===== src/rtl/alu_exec.sv =====
// alu_exec: execute-stage ALU consuming the 3-bit alucontrol code.
// Single-cycle add/sub/and/or/slt; unsigned multiply over WIDTH cycles using
// a shift-add datapath that writes a 2*WIDTH-bit product into hi/lo.
// All outputs are registered. done/illegal are one-cycle pulses.
module alu_exec #(
  parameter int WIDTH = 32
) (
  input  logic             clk,
  input  logic             reset_n,
  input  logic             start,
  input  logic [2:0]       alucontrol,
  input  logic [WIDTH-1:0] a,
  input  logic [WIDTH-1:0] b,
  output logic [WIDTH-1:0] result,
  output logic             zero,
  output logic [WIDTH-1:0] hi,
  output logic [WIDTH-1:0] lo,
  output logic             busy,
  output logic             done,
  output logic             illegal
);

  localparam int CW = (WIDTH > 1) ? $clog2(WIDTH) : 1;
  localparam logic [CW-1:0] LAST_BIT = CW'(WIDTH - 1);

  typedef enum logic [0:0] {
    ST_IDLE = 1'b0,
    ST_MULT = 1'b1
  } state_t;

  state_t             state_q;
  logic [WIDTH-1:0]   result_q;
  logic               zero_q;
  logic [WIDTH-1:0]   hi_q;
  logic [WIDTH-1:0]   lo_q;
  logic               busy_q;
  logic               done_q;
  logic               illegal_q;

  // Multiply datapath: multiplicand is kept 2*WIDTH wide so it can be
  // shifted left into the upper half; multiplier is consumed LSB first.
  logic [2*WIDTH-1:0] mcand_q;
  logic [WIDTH-1:0]   mplier_q;
  logic [2*WIDTH-1:0] acc_q;
  logic [CW-1:0]      count_q;

  logic [WIDTH-1:0]   alu_res_d;
  logic [2*WIDTH-1:0] acc_d;

  // Single-cycle result for the current alucontrol and operands.
  always_comb begin
    alu_res_d = {WIDTH{1'b0}};
    case (alucontrol)
      3'b010:  alu_res_d = a + b;
      3'b110:  alu_res_d = a - b;
      3'b000:  alu_res_d = a & b;
      3'b001:  alu_res_d = a | b;
      3'b111: begin
        if ($signed(a) < $signed(b)) begin
          alu_res_d = {{(WIDTH-1){1'b0}}, 1'b1};
        end else begin
          alu_res_d = {WIDTH{1'b0}};
        end
      end
      default: alu_res_d = {WIDTH{1'b0}};
    endcase
  end

  // One shift-add step: add the shifted multiplicand when the current
  // multiplier bit is set.
  always_comb begin
    acc_d = acc_q;
    if (mplier_q[0]) begin
      acc_d = acc_q + mcand_q;
    end else begin
      acc_d = acc_q;
    end
  end

  // Control FSM plus all registered outputs and multiply state.
  always_ff @(posedge clk or negedge reset_n) begin
    if (!reset_n) begin
      state_q   <= ST_IDLE;
      result_q  <= {WIDTH{1'b0}};
      zero_q    <= 1'b0;
      hi_q      <= {WIDTH{1'b0}};
      lo_q      <= {WIDTH{1'b0}};
      busy_q    <= 1'b0;
      done_q    <= 1'b0;
      illegal_q <= 1'b0;
      mcand_q   <= {(2*WIDTH){1'b0}};
      mplier_q  <= {WIDTH{1'b0}};
      acc_q     <= {(2*WIDTH){1'b0}};
      count_q   <= {CW{1'b0}};
    end else begin
      done_q    <= 1'b0;
      illegal_q <= 1'b0;
      case (state_q)
        ST_IDLE: begin
          if (start) begin
            case (alucontrol)
              3'b011: begin
                state_q  <= ST_MULT;
                busy_q   <= 1'b1;
                mcand_q  <= {{WIDTH{1'b0}}, a};
                mplier_q <= b;
                acc_q    <= {(2*WIDTH){1'b0}};
                count_q  <= {CW{1'b0}};
              end
              3'b100, 3'b101: begin
                // Unsupported: report, leave architectural state alone.
                done_q    <= 1'b1;
                illegal_q <= 1'b1;
              end
              default: begin
                result_q <= alu_res_d;
                zero_q   <= (alu_res_d == {WIDTH{1'b0}});
                done_q   <= 1'b1;
              end
            endcase
          end
        end
        ST_MULT: begin
          acc_q    <= acc_d;
          mcand_q  <= mcand_q << 1;
          mplier_q <= mplier_q >> 1;
          if (count_q == LAST_BIT) begin
            // Last multiplier bit: publish the full product.
            hi_q     <= acc_d[2*WIDTH-1:WIDTH];
            lo_q     <= acc_d[WIDTH-1:0];
            result_q <= acc_d[WIDTH-1:0];
            zero_q   <= (acc_d[WIDTH-1:0] == {WIDTH{1'b0}});
            busy_q   <= 1'b0;
            done_q   <= 1'b1;
            state_q  <= ST_IDLE;
          end else begin
            count_q <= count_q + CW'(1);
          end
        end
        default: begin
          state_q <= ST_IDLE;
          busy_q  <= 1'b0;
        end
      endcase
    end
  end

  assign result  = result_q;
  assign zero    = zero_q;
  assign hi      = hi_q;
  assign lo      = lo_q;
  assign busy    = busy_q;
  assign done    = done_q;
  assign illegal = illegal_q;

endmodule


===== config.mk =====
export PLATFORM = sky130hd
export DESIGN_NAME = alu_exec
export DESIGN_NICKNAME = d
export VERILOG_FILES = /design/src/rtl/alu_exec.sv
export SDC_FILE = /design/constraint.sdc
export NUM_CORES = 1
export LEC_CHECK = 0
export BUFFER_PORTS_ARGS = -buffer_cell sky130_fd_sc_hd__buf_2
export CAP_MARGIN = 20
export CORE_ASPECT_RATIO = 1.1
export CORE_MARGIN = 5
export CORE_UTILIZATION = 40
export CTS_BUF_LIST = sky130_fd_sc_hd__clkbuf_8 sky130_fd_sc_hd__clkbuf_16
export DETAILED_ROUTE_END_ITERATION = 7
export SLEW_MARGIN = 20
export SYNTH_ARGS = -nofsm -noshare
export SYNTH_HDL_FRONTEND = slang
export SYNTH_SLANG_ARGS = --single-unit

===== constraint.sdc =====
create_clock -name clk -period 7.5 [get_ports clk]
set_input_delay 0.375 -clock clk [delete_from_list [all_inputs] [get_ports clk]]
set_output_delay 0.375 -clock clk [all_outputs]
set_load 0.01 [all_outputs]

---- Word level (Yosys, flattened, before mapping) ----
Cells that the tools add are included.
W data, S select, Z words.
storage, ports and cells
  word-level logic and storage cells ...... 82
  output and inout port bits .............. 100
  bits in registers ....................... 266
  bits of input ports ..................... 70
cells by class
  reductions and logical operators ........ 10
  eq/ne operators ......................... 13
  bitwise gates (word level) .............. 3
  muxes and demuxes ....................... 39
  add/sub/neg operators ................... 4
  magnitude comparators ................... 1
operator list
  cell                   count
  $mux W64               5
  $pmux W64 S2           2
  $mux W32               5
  $pmux W32 S5           1
  $pmux W32 S2           2
  $add A64 B64 Y64       1
  $logic_not A32 Y1      2
  $add A32 B32 Y32       1
  $and A32 B32 Y32       1
  $lt A32 B32 Y1         1
  $or A32 B32 Y32        1
  $sub A32 B32 Y32       1
  $mux W1                16
  $mux W5                3
  $eq A3 B3 Y1 const B   4
  $pmux W5 S2            1
  $reduce_and A3 Y1      3
  $pmux W1 S2            4
  $eq A3 B2 Y1 const B   2
  $ne A2 B2 Y1 const B   3
  $add A5 B1 Y5 const B  1
  $eq A5 B5 Y1 const B   1
  $ne A2 B1 Y1 const B   2
  $reduce_and A2 Y1      2
  other kinds (5)        5

---- Depth between registers and ports, before layout ----
Gate-level depths: netlist of run 1.
  depth after elaboration ................. 7
  mapped depth ............................ 14
  mapped depth without buffers ............ 14

---- Least setup slack after synthesis of run 1 ----
OpenSTA, ideal clock, no wires.
  path type ............................... flip-flop to flip-flop
  from .................................... register mcand_q[20]
  to ...................................... register hi_q[31], in the netlist hi[31]
  buffers on the path ..................... 1
  path slack .............................. 4.266 ns
  cell stages (with the launch flop) ...... 14
  data required time ...................... 7.418 ns
  library setup time ...................... 0.082 ns
  data arrival time ....................... 3.152 ns
  clock period less this slack ............ 3.234 ns
  cells stage by stage .................... dfrtp_1 > ha_1 > buf_2 > nand2_1 > or3_1 > or4_1 > a31o_1 > a31oi_2 > o211ai_2 > nor3_2 > o21ai_1 > xnor2_1 > or3_1 > a31oi_1
between the ends
  longest elaborated chain between the ends .. 2
ends and longest elaborated chain
  what                    line  RTL
  start, declared         42    logic [2*WIDTH-1:0] mcand_q;
  start signal, assigned  91    mcand_q <= {(2*WIDTH){1'b0}};
  start signal, assigned  105   mcand_q <= {{WIDTH{1'b0}}, a};
  start signal, assigned  125   mcand_q <= mcand_q << 1;
  $add A64 B64 Y64        74    acc_d = acc_q + mcand_q;
  $mux W64                73    if (mplier_q[0]) begin
  end signal, assigned    86    hi_q <= {WIDTH{1'b0}};
  end signal, assigned    129   hi_q <= acc_d[2*WIDTH-1:WIDTH];
  end, declared           34    logic [WIDTH-1:0] hi_q;
No other way between the ends.
A chain may end at the register's enable or synchronous reset.

---- Worst setup path after layout of run 1 ----
  from .................................... register mcand_q[3]
  to ...................................... register hi_q[11], in the netlist hi[11]
The elaborated chain is that of the path after synthesis.

==> flow_summary.rst, run 1 <==
.. list-table::
   :header-rows: 1

   * - Metric
     - Value
   * - Maximum VDD drop
     - 0.2008 mV
   * - Largest cells by area after synthesis
     - dfrtp_1 (32%), ha_1 (11%), nand2_1 (5.1%)
   * - Clock sink total
     - 266
   * - Worst path bufs/invs
     - 0
   * - Wire length of the first global-routing pass
     - 112,800 µm
   * - DP HPWL
     - 54,610 µm
   * - Post-Layout Cell Count
     - 3,272
   * - Number of vias per cell after detailed routing
     - 5.968
   * - Crit path max-delay cell type
     - a211oi_1
   * - Clk pwr share
     - 16.4%
   * - RSZ-0062 raised after global routing
     - false
   * - CTS root buffer
     - clkbuf_16
   * - Effective utilization at floorplan
     - 40.24%
   * - Die width
     - 226.3 µm
   * - Vias in the first global route
     - 19,030
   * - Final worst-path setup slack
     - 3.408 ns
   * - Pint
     - 0.005212 W
   * - IO Count
     - 170
   * - TritonCTS clock tree
     - built
   * - Post-synthesis cell type count
     - 96
   * - Relative area change from synthesis to final layout
     - 11.72%
   * - Total of warnings raised by yosys
     - 0
   * - Number of buffers added by the clock tree synthesis step
     - 34
   * - Peak fanout along the critical path
     - 4
   * - Aggregate routed wire length
     - 72,970 µm
   * - Starting DRT DRC Count
     - 1,792
   * - Number of buffers inserted by port buffering
     - 169
   * - Standby leakage power
     - 10.91 nW
   * - H-Tree Level Count
     - 2
   * - Hold_ws
     - 0.1185 ns
   * - Fraction of registers with async set or reset after synthesis
     - 100.0%
   * - Total power divided by cell area
     - 439.6 mW/mm²
   * - Final Total Pwr
     - 0.01011 W
   * - Worst rel slew slack
     - 27.09%
   * - Crit end category
     - flop
   * - Total standard cell area after synthesis
     - 0.02059 mm²
   * - Via Count
     - 19,530
   * - Instance count of the mapped netlist
     - 2,509
   * - Clock tree buffer depth
     - 3
   * - Final setup violation count
     - 0
   * - Number of nets produced by synthesis
     - 2,759
   * - Post-Place Cells
     - 3,212
   * - Post-synth EDFFs
     - 0
   * - Reg power frac
     - 26.1%
   * - Row count
     - 87
   * - Worst Skew
     - 0.01673 ns
   * - Min cycle time layout
     - 4.092 ns
   * - Arrival @ worst endpoint
     - 4.52 ns
   * - Die ar.
     - 0.05611 mm²
   * - Post-Place Setup Slack
     - 3.327 ns
   * - Clock slew at the register clock pins of the worst setup and hold paths
     - 0.05 ns
   * - Critical path class
     - flop to flop
   * - Net switching share of the total power
     - 48.45%
   * - Most frequently used flop master after synthesis
     - dfrtp_1
   * - Slew at the pin closest to its max-slew limit
     - 1.094 ns
   * - Fraction of final layout cells with drive strength greater than 1
     - 12.06%
   * - Filler cell count in the final layout
     - 5,107
   * - Cell Chain, Critical Path
     - ha_1 > o21ai_0 > o21ai_0 > nand4_1 > a211oi_1 > o21ai_1 > a21oi_1 > o21ai_1 > a21boi_1 > a31oi_1 > mux2i_1 > a211o_1
   * - Most area-hungry cell type in the Yosys netlist
     - dfrtp_1
   * - Die height
     - 247.9 µm
   * - Count of unresolved DRC violations after routing
     - 0
   * - Min-delay worst type
     - input port to flop
   * - GRT Total Usage
     - 25.34%
   * - Number of antenna violations at the first check in global routing
     - 2
   * - Critical Path RT
     - 7.92 ns
   * - Final max-slew violation count
     - 0
   * - Top cell type's share of synthesized area
     - 32.33%
   * - Total count of hold-check failures in the final report
     - 0
   * - Max Cap Viol
     - 0
   * - Outcome
     - complete, no violations
   * - Avg Synthesized Cell Area
     - 8.205 µm²
   * - Post-route clock period utilization
     - 54.56%
   * - Sw power
     - 0.004899 W
   * - Largest stage delay on the critical path
     - 0.52 ns
   * - Number of nets at the end of the flow
     - 2,832
   * - Routed length per instance
     - 22.30 µm
   * - Number of flip-flops and latches in the synthesized netlist
     - 266
   * - Core outline area
     - 0.05116 mm²
   * - Global placer's final weighted congestion
     - 0.9752
   * - Highest attainable clock frequency
     - 244.4 MHz
   * - Remaining global-route overflow
     - 0
   * - TritonRoute pass-1 iters
     - 5
   * - Setup TNS
     - 0 ns
   * - Sequential share of the synthesized area
     - 32.33%
   * - Cell family with the largest share of critical-path delay
     - compound AO/OA/AOI/OAI gates
   * - Post-cts sizing count
     - 0
   * - Count of antenna-violating nets left after detailed routing
     - 0
   * - Source-to-sink clock delay at the later pin of the worst-skew pair
     - 0.55 ns
   * - Startpoint type of the worst setup path
     - flop
   * - Largest net degree at the start of global routing
     - 151
   * - Gate power share
     - 57.5%
-- layout make-up --
type                    instances  area [µm²]  area share (%)
diodes                          2       5.005         0.02176
clock buffers                  38       905.9           3.939
clock inverters                19       200.2          0.8704
inverters                     125       470.5           2.045
multi-input cells            1966       12910           56.11
flip-flops and latches        266        6659           28.95
well taps                     667       834.6           3.629
repair buffers                189        1018           4.428
-- tightest hold or removal path, stage by stage --
cell     delay [ns]
buf_2          0.10
o22ai_1        0.06
nor2_1         0.08
-- cell usage after synthesis, types with 17 or more instances --
| cell type | n |
|---|---|
| nand2_1 | 281 |
| nor2_1 | 272 |
| dfrtp_1 | 266 |
| a21oi_1 | 188 |
| ha_1 | 177 |
| o21ai_0 | 153 |
| inv_1 | 124 |
| clkbuf_1 | 113 |
| o22ai_1 | 67 |
| a21o_1 | 64 |
| a22o_1 | 60 |
| nand3_1 | 43 |
| xnor2_1 | 41 |
| mux2i_1 | 40 |
| nor3_1 | 40 |
| nand4_1 | 37 |
| o21ai_1 | 31 |
| xor2_1 | 28 |
| and3_1 | 27 |
| a211oi_1 | 26 |
| mux2_2 | 25 |
| buf_2 | 24 |
| nand2b_1 | 24 |
| o211ai_1 | 23 |
| o21a_1 | 21 |
| nor4_1 | 18 |
| o21bai_1 | 18 |
| o31ai_1 | 18 |
| a211o_1 | 17 |
-- cells in the final DEF, fill, tap and decap left out, types with 21 or more instances in the layout --
cell,n
nand2_1,278
nor2_1,269
dfrtp_1,264
a21oi_1,187
ha_1,177
buf_2,169
o21ai_0,153
inv_1,127
o22ai_1,67
a21o_1,64
a22o_1,60
nand3_1,43
xnor2_1,41
mux2i_1,40
nor3_1,39
nand4_1,37
clkbuf_16,34
o21ai_1,29
xor2_1,28
and3_1,27
a211oi_1,26
mux2_2,25
nand2b_1,24
o211ai_1,23
o21a_1,21
-- sequential cells by signal (all words and copies together) (netlist names) --
register and flops:
done 1, mcand_q 64, mplier_q 32, acc_q 64, count_q 5, hi 32
illegal 1, busy 1, zero 1, lo 32, result 32, state_q 1
-- final timing paths --
| check | to | start | slack, ns | cells past startpoint |
|---|---|---|---|---|
| min in group asynchronous | lo[25] | reset_n | 0.51 | 2 |
| setup reg to reg | hi[11] | mcand_q[3] | 3.41 | 12 |
| setup / recovery | hi[11] | mcand_q[3] | 3.41 | 12 |
| max in group asynchronous | state_q | reset_n | 5.58 | 3 |
| hold reg to reg | hi[14] | hi[14] | 0.47 | 2 |
| hold / removal | mplier_q[24] | b[24] | 0.12 | 3 |
-- power groups by stage --
stage	clock network [W]	logic, W	registers, W
2_1_floorplan	0	0.00402	0.00248
3_3_place_gp	0	0.00569	0.00263
3_5_place_dp	0	0.00575	0.00265
4_1_cts	0.00170	0.00578	0.00263
5_1_grt	0.00176	0.00639	0.00271
6_report	0.00166	0.00581	0.00264
-- metrics by stage --
step / instance area [µm²] / utilization (%)
2_1_floorplan: 20590 / -
3_3_place_gp: 21860 / 42.73
3_5_place_dp: 21870 / 42.75
4_1_cts: 22990 / 44.93
5_1_grt: 22990 / 44.95
6_report: 23000 / 44.95
-- routing by layer --
metal / wire length (µm) / up-vias / share of wire [%] / GRT usage (%)
met4: 2447 / 0 / 3.4 / 7.892
li1: - / 9223 / - / -
met3: 4397 / 124 / 6.0 / 3.762
met5: 0 / - / 0 / 0
met1: 32200 / 9497 / 44 / 34.48
met2: 33930 / 683 / 46 / 41.81
-- kinds of logic after synthesis --
family | count (synthesis) | synth area share [%]
AND/OR/NAND/NOR | 833 | 18.56
AO/OA/AOI/OAI | 819 | 26.54
buffers and inverters | 277 | 5.269
flip-flops | 266 | 32.33
adder cells (fa/ha/maj) | 180 | 11.05
XOR/XNOR | 69 | 2.935
multiplexers | 65 | 3.312
-- what timing repair did --
action,4_1_cts,5_1_grt
buffers inserted,0,0
hold buffers,1,0
setup endpoints to repair,0,0
endpoints found under the hold margin,58,0
Note: power is estimated with default switching activity, not from simulation.
==> run 2, diff against run 1 <==
clock period = 3.6 ns   (was 7.5 ns; I/O delays follow)
==> run 2 against run 1 <==
Effect of this change: the run now ends with setup timing left; setup slack got worse by 3.4 ns; critical path depth increased by 3; global-route usage grew 1.4 points; fmax increased by 14%; clock power increased by 99%; final cell count rose by 11%; utilization up 6.1 points; count of clock-buffer cells in the layout decreased by 3; largest power group unchanged; flip-flop and latch count unchanged; die area unchanged; first-iteration DRC count decreased by 14%.
==> flow_summary.rst, run 2 (synthesized netlist as in run 1, its figures left out) <==
.. list-table::
   :header-rows: 1

   * - Metric
     - Value
   * - Outcome
     - finished, violations left
   * - Starting DRT DRC Count
     - 1,539 (-14%)
   * - Highest attainable clock frequency
     - 277.5 MHz (+14%)
   * - Relative area change from synthesis to final layout
     - 26.81%
   * - Number of buffers inserted by port buffering
     - 169 (unchanged)
   * - Critical Path RT
     - 4.06 ns (-3.86 ns)
   * - Total count of hold-check failures in the final report
     - 0 (unchanged)
   * - Die ar.
     - 0.05611 mm² (unchanged)
   * - DP HPWL
     - 59,530 µm (+9.0%)
   * - H-Tree Level Count
     - 1 (-1)
   * - Register-to-Register Setup Slack
     - -0.004 ns (-3.41 ns)
   * - Count of antenna-violating nets left after detailed routing
     - 0 (unchanged)
   * - Crit end category
     - flop
   * - Launch point of the worst path
     - mcand_q[0]
   * - Effective utilization at floorplan
     - 40.24% (unchanged)
   * - Source-to-sink clock delay at the later pin of the worst-skew pair
     - 0.61 ns (+0.06 ns)
   * - Wire length of the first global-routing pass
     - 119,200 µm (+5.7%)
   * - Startpoint type of the worst setup path
     - flop
   * - Row count
     - 87 (unchanged)
   * - Die height
     - 247.9 µm (unchanged)
   * - Hold Crit Depth
     - 4 (+1)
   * - Length in cells of the worst reg-to-reg path
     - 15 (+3)
   * - Standby leakage power
     - 12.63 nW (+16%)
   * - Leading cell type in the layout, fill and taps excluded
     - buf_4
   * - Min-delay worst type
     - input port to flop
   * - Clock tree buffer depth
     - 3 (unchanged)
   * - Min cycle time layout
     - 3.604 ns (-0.4880 ns)
   * - Worst rel slew slack
     - 37.73% (+11 points)
   * - Aggregate routed wire length
     - 77,520 µm (+6.2%)
   * - CTS root buffer
     - clkbuf_16
   * - Final setup violation count
     - 1 (+1)
   * - Arrival @ worst endpoint
     - 4.07 ns (-0.45 ns)
   * - Number of antenna violations at the first check in global routing
     - 1 (-1)
   * - Largest stage delay on the critical path
     - 0.38 ns (-0.14 ns)
   * - Cell Chain, Critical Path
     - ha_2 > fa_2 > a21o_1 > a22oi_2 > buf_4 > o211ai_2 > buf_6 > a211o_1 > and2_1 > a41oi_2 > xor2_1 > o211ai_1 > nor4_2 > a22o_1 > a31o_1
   * - Min-Delay Endpoint
     - mcand_q[16]
   * - Peak fanout along the critical path
     - 4 (unchanged)
   * - Largest registers in the final layout
     - acc_q (64), mcand_q (64)
   * - Count of unresolved DRC violations after routing
     - 0 (unchanged)
   * - Vias in the first global route
     - 20,780 (+9.2%)
   * - Largest net degree at the start of global routing
     - 94 (-38%)
   * - Hold_ws
     - 0.04739 ns (-0.07113 ns)
   * - RSZ-0062 raised after global routing
     - true
   * - Fraction of final layout cells with drive strength greater than 1
     - 21.84% (+9.8 points)
   * - Slew at the pin closest to its max-slew limit
     - 0.9341 ns (-0.1596 ns)
   * - Failing checks
     - setup timing
   * - Worst hold path startpoint
     - a[16]
   * - Post-route clock period utilization
     - 100.1% (+46 points)
   * - Highest-count cells in the layout ignoring fill and taps
     - buf_4 (305), nand2_1 (277), nor2_1 (272), dfrtp_1 (263), a21oi_1 (182)
   * - TritonCTS clock tree
     - built
   * - Final max-slew violation count
     - 0 (unchanged)
   * - Remaining global-route overflow
     - 0 (unchanged)
   * - Global placer's final weighted congestion
     - 0.9355 (-4.1%)
   * - Critical path class
     - flop to flop
   * - Maximum VDD drop
     - 0.5508 mV (+170%)
   * - Number of buffers added by the clock tree synthesis step
     - 30 (-12%)
   * - Max Cap Viol
     - 0 (unchanged)
   * - Layout Cell Area excl Fill
     - 0.02611 mm² (+14%)
   * - Routed length per instance
     - 21.40 µm (-4.0%)
   * - Clock sink total
     - 266 (unchanged)
   * - Worst Skew
     - 0.05113 ns (+0.03440 ns)
   * - IO Count
     - 170 (unchanged)
   * - Total power divided by cell area
     - 897.9 mW/mm² (+100%)
   * - Capture point of the worst reg-to-reg path
     - zero
   * - Final worst-path setup slack
     - -0.003743 ns (-3.412 ns)
   * - Die width
     - 226.3 µm (unchanged)
   * - Startpoint of the most critical register-to-register path
     - mcand_q[0]
   * - GRT Total Usage
     - 26.78% (+1.4 points)
   * - Number of nets at the end of the flow
     - 3,179 (+12%)
   * - Final Total Pwr
     - 0.02344 W (+130%)
   * - Core outline area
     - 0.05116 mm² (unchanged)
   * - Total cell area at the placement stage
     - 0.02410 mm² (+10%)
   * - Crit path max-delay cell type
     - dfrtp_1
   * - Number of vias per cell after detailed routing
     - 5.721 (-4.1%)
   * - Via Count
     - 20,720 (+6.1%)
   * - TritonRoute pass-1 iters
     - 5 (unchanged)
   * - Clock slew at the register clock pins of the worst setup and hold paths
     - 0.06 ns (about the same)
==> run 2: cell types whose count changed in the layout (fill, tap and decap cells not counted), moves of 4 or more <==
cell and delta:
buf_4 +288, dlygate4sd3_1 +58, o21ai_0 -6, a21oi_1 -5, a21oi_2 +5, buf_12 +5, inv_6 -5, o21ai_2 +5
clkbuf_16 -4, ha_1 -4
==> run 2: worst max path at each step <==
stage | endpoint | slack (ns) | depth (start not counted)
6_report | zero | -0.004 | 15
2_1_floorplan | hi[31] | 0.37 | 13
3_3_place_gp | zero | -0.21 | 16
5_1_grt | zero | -0.12 | 15
4_1_cts | hi[28] | -0.0003 | 16
3_5_place_dp | zero | -0.16 | 16
==> run 2: power by group <==
| part | switching [W] | internal (W) | total, W |
|---|---|---|---|
| clock network | 0.00133 | 0.00197 | 0.00331 |
| logic | 0.00867 | 0.00621 | 0.0149 |
| registers | 0.000990 | 0.00426 | 0.00525 |
==> run 2: per-stage QoR <==
| step | worst slack [ns] | utilization, % | setup TNS [ns] | instances |
|---|---|---|---|---|
| after global routing | -0.1235 | 51.02 | -0.1895 | 3620 |
| after floorplan | 0.3664 | - | 0 | 2509 |
| after detailed placement | -0.1632 | 47.10 | -0.5306 | 3501 |
| after CTS | -0.0003459 | 50.45 | -0.0003459 | 3616 |
| after global placement | -0.2100 | 47.10 | -0.5265 | 3501 |
| final | -0.003743 | 51.03 | -0.003743 | 3622 |
==> run 2: layout make-up <==
type                       instances  area [µm²]
antenna                            2       5.005
clock buffer                      35       819.5
clock inverter                    21       244.0
fill                            4879       25050
inverter                         125       470.5
multi-input combinational       1966       13210
sequential                       266        6660
tap                              667       834.6
timing repair buffer             540        3867
==> run 2: critical path, delay by kind of cell (launching register included) <==
family / cells / cell delay, ns
simple gates: 2 / 0.29
fa+ha+maj: 2 / 0.56
xor+xnor: 1 / 0.12
compound gates: 8 / 1.81
flops: 1 / 0.38
buf+inv: 2 / 0.31
==> run 2: layer usage <==
metal  routed length (µm)  track usage [%]  share of wire, %
met1                34240            35.91                44
met2                36260            44.82                47
met3                 4091            3.407               5.3
met4                 2934            9.202               3.8
met5                    0                0                 0
==> run 2: what timing repair did <==
item / CTS / global route
buffers inserted: 0 / 4
hold endpoints to repair: 134 / 0
hold buffers: 59 / 0
pin swaps: 1 / 12
cloned: 0 / 0
resized for setup: 11 / 54
endpoints found under the setup margin: 8 / 31
